`src/rtl/tx_block_sync_mux.sv`:
```
// Symbol-row mux downstream of TX framing: owns the 128b/130b symbol counter,
// selects framed / ordered-set / idle rows and attaches the block sync header.
module tx_block_sync_mux #(
   parameter int SYMBOL_WIDTH     = 8,
   parameter int SYMBOL_PTR_WIDTH = 5,
   parameter int MAX_LANES        = 2**SYMBOL_PTR_WIDTH,
   parameter int SYMBOL_NUM_WIDTH = 4
) (
   input  logic                              CLK,
   input  logic                              RST_L,
   input  logic                              i_EN,
   input  logic [SYMBOL_WIDTH*MAX_LANES-1:0] i_Framed_Data,
   input  logic [1:0]                        i_Fram_Sel,
   input  logic                              i_Sync_Sel,
   input  logic [SYMBOL_WIDTH*MAX_LANES-1:0] i_Os_Data,
   input  logic                              i_Os_Valid,
   input  logic [SYMBOL_WIDTH-1:0]           i_IDL,
   input  logic                              i_Err_Clr,
   output logic [SYMBOL_NUM_WIDTH-1:0]       o_Symbol_Num,
   output logic                              o_Os_R_EN,
   output logic [SYMBOL_WIDTH*MAX_LANES-1:0] o_Lane_Data,
   output logic [1:0]                        o_Sync_Header,
   output logic                              o_Block_Start,
   output logic                              o_Valid,
   output logic [SYMBOL_NUM_WIDTH-1:0]       o_Out_Sym,
   output logic                              o_Block_Err,
   output logic                              o_Os_Underflow
);

   localparam int ROW_W = SYMBOL_WIDTH*MAX_LANES;
   localparam logic [SYMBOL_NUM_WIDTH-1:0] SYM_LAST = '1;

   localparam logic [1:0] SEL_IDLE = 2'b00;
   localparam logic [1:0] SEL_OS   = 2'b01;

   localparam logic [1:0] HDR_DATA = 2'b10;
   localparam logic [1:0] HDR_OS   = 2'b01;

   logic [SYMBOL_NUM_WIDTH-1:0] sym_cnt_reg;
   logic [SYMBOL_NUM_WIDTH-1:0] sym_cnt_next;
   logic                        blk_type_reg;
   logic                        at_sym0;
   logic                        eff_os;
   logic                        sel_framed;
   logic                        sel_os;
   logic                        blk_err_set;
   logic                        os_uf_set;
   logic [ROW_W-1:0]            idle_row;
   logic [ROW_W-1:0]            row_next;

   genvar gi;
   generate
      for (gi = 0; gi < MAX_LANES; gi++) begin : g_idle
         assign idle_row[gi*SYMBOL_WIDTH +: SYMBOL_WIDTH] = i_IDL;
      end
   endgenerate

   assign at_sym0      = (sym_cnt_reg == '0);
   assign sym_cnt_next = (sym_cnt_reg == SYM_LAST) ? '0 : sym_cnt_reg + 1'b1;
   assign o_Symbol_Num = sym_cnt_reg;

   // Block type is taken live from i_Sync_Sel only on the row that latches it.
   assign eff_os     = at_sym0 ? i_Sync_Sel : blk_type_reg;
   assign sel_framed = i_Fram_Sel[1];
   assign sel_os     = (i_Fram_Sel == SEL_OS);

   assign o_Os_R_EN   = i_EN && sel_os && i_Os_Valid;
   assign blk_err_set = i_EN && ((sel_os && !eff_os) || (sel_framed && eff_os));
   assign os_uf_set   = i_EN && sel_os && !i_Os_Valid;

   always_comb begin
      row_next = idle_row;
      if (sel_framed) begin
         row_next = i_Framed_Data;
      end else if (sel_os && i_Os_Valid) begin
         row_next = i_Os_Data;
      end else if (i_Fram_Sel == SEL_IDLE) begin
         row_next = idle_row;
      end
   end

   always_ff @(posedge CLK or negedge RST_L) begin
      if (!RST_L) begin
         sym_cnt_reg    <= '0;
         blk_type_reg   <= 1'b0;
         o_Lane_Data    <= '0;
         o_Sync_Header  <= 2'b00;
         o_Block_Start  <= 1'b0;
         o_Valid        <= 1'b0;
         o_Out_Sym      <= '0;
         o_Block_Err    <= 1'b0;
         o_Os_Underflow <= 1'b0;
      end else begin
         if (i_EN) begin
            sym_cnt_reg   <= sym_cnt_next;
            o_Lane_Data   <= row_next;
            o_Out_Sym     <= sym_cnt_reg;
            o_Block_Start <= at_sym0;
            o_Valid       <= 1'b1;
            if (at_sym0) begin
               blk_type_reg  <= i_Sync_Sel;
               o_Sync_Header <= i_Sync_Sel ? HDR_OS : HDR_DATA;
            end
         end else begin
            o_Valid       <= 1'b0;
            o_Block_Start <= 1'b0;
         end

         // A new violation in the same cycle as a clear keeps the flag set.
         if (blk_err_set) begin
            o_Block_Err <= 1'b1;
         end else if (i_Err_Clr) begin
            o_Block_Err <= 1'b0;
         end

         if (os_uf_set) begin
            o_Os_Underflow <= 1'b1;
         end else if (i_Err_Clr) begin
            o_Os_Underflow <= 1'b0;
         end
      end
   end

endmodule

```
`config.mk`:
```
export PLATFORM = sky130hd
export DESIGN_NAME = tx_block_sync_mux
export DESIGN_NICKNAME = d
export VERILOG_FILES = /design/src/rtl/tx_block_sync_mux.sv
export SDC_FILE = /design/constraint.sdc
export NUM_CORES = 1
export LEC_CHECK = 0
export BUFFER_PORTS_ARGS = -buffer_cell sky130_fd_sc_hd__buf_2
export CAP_MARGIN = 25
export CORE_AREA = 2 2 309 311
export DETAILED_ROUTE_END_ITERATION = 7
export DIE_AREA = 0 0 311 313
export GPL_TIMING_DRIVEN = 0
export SYNTH_ARGS = -nofsm -noshare
export SYNTH_HDL_FRONTEND = slang
export SYNTH_SLANG_ARGS = --single-unit
```
`constraint.sdc`:
```
create_clock -name CLK -period 1.25 [get_ports CLK]
set_input_delay 0.1875 -clock CLK [delete_from_list [all_inputs] [get_ports CLK]]
set_output_delay 0.1875 -clock CLK [all_outputs]
set_load 0.005 [all_outputs]
```
Word level (Yosys, flattened, before mapping). Index checks and enable logic that the tools add are counted.

Bits in registers: 271. Output and inout port bits: 271. Logic and storage cells: 36.

$add $sub $neg: 1. Equality and inequality tests: 2. Mux-type cells: 10. Reduce and logical (&&, ||, !) cells: 14.

Operator list (number): two-way mux 256 bit (2); logical AND 1 bit (7); two-way mux 1 bit (6); adder 4 x 1 -> 4 bit, second input constant (1); equality test 4 bit, second input constant (1); logical NOT 4 bit (1); two-way mux 4 bit (1); nonzero test 2 bit (2); equality test 2 x 1 -> 1 bit, second input constant (1); logical NOT 1 bit (2); two-way mux 2 bit (1); AND reduction 2 bit (1); logical OR 1 bit (1).

Depth between registers and ports, before layout.
Depth in word-level cells: 7. Mapped depth: 5. Mapped depth without buffers: 5.

Worst setup path before layout. OpenSTA, ideal clock, no wires.

Path kind: reg-to-reg. Start: reg sym_cnt_reg[0], in the netlist o_Symbol_Num[0]. End: reg o_Block_Err. Library setup time: 0.137 ns. Arrival time: 1.188 ns. Required time: 1.113 ns. Setup slack: -0.075 ns. Cell stages (with the launch flop): 6. Path buffers: 0. Cell sequence: dfrtp_1 > inv_1 > ha_1 > nor3b_1 > o21a_1 > o311ai_1.

Longest elaborated chain between the ends: 7. Elaborated cells on any way between the ends: 9. Those cells by class: mux (2); reduce/logical (7).

Ends and longest elaborated chain: from (decl) (line 39) `logic [SYMBOL_NUM_WIDTH-1:0] sym_cnt_reg;`; from (signal assigned) (line 95) `sym_cnt_reg <= sym_cnt_next;`; logical NOT 4 bit (*) (line 58) `assign at_sym0 = (sym_cnt_reg == '0);`; two-way mux 1 bit (*); logical NOT 1 bit (line 68) `assign blk_err_set = i_EN && ((sel_os && !eff_os) || (sel_framed && eff_os));`; logical AND 1 bit (line 68); logical OR 1 bit (*) (line 68); logical AND 1 bit (*) (line 68); two-way mux 1 bit / nonzero test 2 bit (equally long branches); to (signal assigned) (line 91) `o_Block_Err <= 1'b0;`; to (signal assigned) (line 111) `o_Block_Err <= 1'b1;`; to (signal assigned) (line 113) `o_Block_Err <= 1'b0;`; to (decl) (line 26) `output logic o_Block_Err,`.

Mark *: on every way between the ends. The rest lies on a longest branch, timed or not. A chain may end at the register's enable or synchronous reset.

Worst setup path in the final report.
Start: reg sym_cnt_reg[1], in the netlist o_Symbol_Num[1]. End: reg o_Block_Err.

Same word-level chain as after synthesis.

==> impl_metrics.yaml <==
logic_synthesis:
  synth_nets: 1475
  yosysSeqAreaShare_pct: 58.65
  synth-seq-cells: 271
  synth_area_sq_um: 11560
  postSynthCellCount: 945
  ys_types: 29
  syn_area_per_cell_sq_um: 12.24
  ys_warn_count: 0
placed_design:
  place_inst: 3012
  routabilityCongestion: 0.9393
  dp_hpwl_um: 65190
  portBuffers: 798
  dpl_cell_area_sq_um: 17240
pwr:
  total_power_uw: 29580
  vdd.ir_drop.worst_uv: 647.7
  power_frac_comb_pct: 29.4
  p_sw_uw: 9059
  pwr-share-clk_pct: 34.7
  p_leak_uw: 0.01140
  sw_frac_of_total_pct: 30.63
  powerDensity_nw_per_um2: 1185
  p_seq_share_pct: 36.0
  p_int_uw: 20520
global_routing:
  grt-ovfl-total: 0
  grt_pass1_vias: 17030
  grt_pass1_wl_um: 125000
  grt_start_max_net_pins: 101
  grt_use_total_pct: 17.96
  antenna_found_initial: 19
run:
  drv_cap: 0
die:
  rows: 113
  die_x_um: 311
  initial_core_util_pct: 12.28
  die_h_um: 313
  pin_count: 799
  dieArea_sq_um: 97340
  coreArea_sq_um: 94160
setup_path:
  crit_type: "reg2reg"
  cp.required_ps: 1640
  cp-end-kind: "flop"
  critPathMaxFanout: 5
  cp_data_arrival_time_ps: 1730
  cp-start-kind: "flop"
clocking:
  cts_root_buf: "clkbuf_16"
  cts_sinks: 271
  clockBufferDepth: 3
  cts_tree: "done"
  cts-buffers-inserted: 35
  cts.reportedPaths.clkPinSlew_ps: 60
  htreeDepth: 2
  clk_latency_ps: 540
routing:
  wl_per_cell_um: 24.93
  drtPass1Iterations: 8
  vias_per_cell: 4.300
  routed_wl_um: 92440
  drc: 0
  vias: 15950
  antenna_left: 0
  dr.first_iter.drc_count: 1155
cells_and_area:
  max_flop_register: "o_Lane_Data"
  largest_reg_flops: 256
  layout_common_cells: "buf_2, dlygate4sd3_1, dfrtp_1, o2bb2ai_1, o22ai_1"
  drive_above_1_share_pct: 48.15
  instances_no_fill: 3708
  final_cell_area_sq_um: 24960
  final_common_cell: "buf_2"
  fill_cells: 9716
  syn2layout_area_growth_pct: 115.9
  fin_nets: 2936
sta:
  rsz0062_at_grt: "true"
  drv_slew: 0
  slew-limit-headroom_pct: 47.73
  setup_viol: 124
  min_period_ps: 1341
  tns_ps: -2085
  hold_viol: 0
  max_freq_mhz: 745.8
  holdWs_ps: 2.363
  fin_skew_ps: 4.830
  worstMarginPinSlew_ps: 784.0
  post-route-period-util_pct: 107.3
  fin_ws_ps: -90.86
outcome:
  violations: "negative setup slack"
  outcome: "complete, but fails checks"
min_path:
  hp-class: "in2reg"
## stage by stage
stage / utilization, % / setup WS [ps]
3_3_place_gp: 18.21 / -5435
3_5_place_dp: 18.31 / -996.8
2_1_floorplan: - / -22.31
4_1_cts: 25.90 / -113.0
6_report: 26.51 / -90.86
5_1_grt: 26.50 / -162.7
## path summary, 6_finish.rpt
path / depth (start not counted) / slack (ps) / end / from
worst max-delay path: 5 / -90 / o_Block_Err / o_Symbol_Num[1]
worst min register to register: 1 / 480 / o_Lane_Data[242] / o_Lane_Data[242]
worst max register to register: 5 / -90 / o_Block_Err / o_Symbol_Num[1]
max in group asynchronous: 3 / 160 / o_Lane_Data[94] / RST_L
worst min-delay path: 3 / 2 / o_Lane_Data[93] / i_Framed_Data[93]
min in group asynchronous: 2 / 160 / o_Out_Sym[0] / RST_L
## cell usage after synthesis (all sizes together)
cell type  count  area share (%)
dfrtp        271              59
o22ai        256              14
o2bb2ai      256              19
buf           83             4.0
clkbuf        27            0.88
o21ai         14            0.87
inv            9            0.29
nand2          7            0.23
mux2           3            0.29
nand3          3            0.13
ha             2            0.22
nand4bb        2            0.19
a21o           1            0.13
a21oi          1           0.043
a22o           1           0.076
and3b          1           0.076
nand3b         1            0.17
nor2           1           0.032
nor3b          1           0.065
o211ai         1           0.065
o21a           1           0.065
o311ai         1           0.076
o41ai          1            0.14
xnor2          1           0.076
## layer usage
| metal | GRT usage, % | share of wire (%) | routed length [um] | up-vias |
|---|---|---|---|---|
| met2 | 27.62 | 44 | 40260 | 1191 |
| met1 | 20.96 | 39 | 35930 | 7564 |
| met4 | 13.66 | 8.3 | 7709 | 4 |
| met5 | 0 | 0.019 | 18 | - |
| met3 | 5.611 | 9.2 | 8520 | 383 |
| li1 | - | - | - | 6803 |
## worst max-delay path, cell delays in order, from the launching register on
cell and delay [ps]:
dfrtp_1 430, inv_2 80, ha_4 170, nor3b_4 150
o211ai_1 220, o311ai_2 150
## logic make-up after synthesis
family,count (synthesis),share of synthesized area (%)
xor+xnor,1,0.07576
flops,271,58.65
buf+inv,119,5.162
fa+ha+maj,2,0.2164
mux,3,0.2922
simple gates,16,0.8982
compound gates,533,34.70
## power groups by stage
stage	Sequential (uW)	Combinational (uW)	Clock [uW]
after floorplan	10800	1830	0
after detailed placement	10700	5850	0
after global routing	10700	9230	10900
after global placement	10700	5750	0
after CTS	10600	8210	10600
final	10600	8680	10300
## repair_timing
action	4_1_cts	5_1_grt
hold buffers	437	1
buffers inserted	126	59
resized for setup	195	24
hold endpoints to repair	305	1
endpoints found under the setup margin	509	510
## final cells by class
type	instances	area (sq um)	share of cell area [%]
timing repair buffer	1425	10420	41.76
sequential	271	6785	27.19
multi-input combinational	555	4327	17.34
tap	1265	1583	6.342
clock buffer	45	1026	4.111
buffer	109	630.6	2.527
clock inverter	14	112.6	0.4512
antenna	15	37.54	0.1504
inverter	9	33.78	0.1354
(Power assumes the default switching activity.)
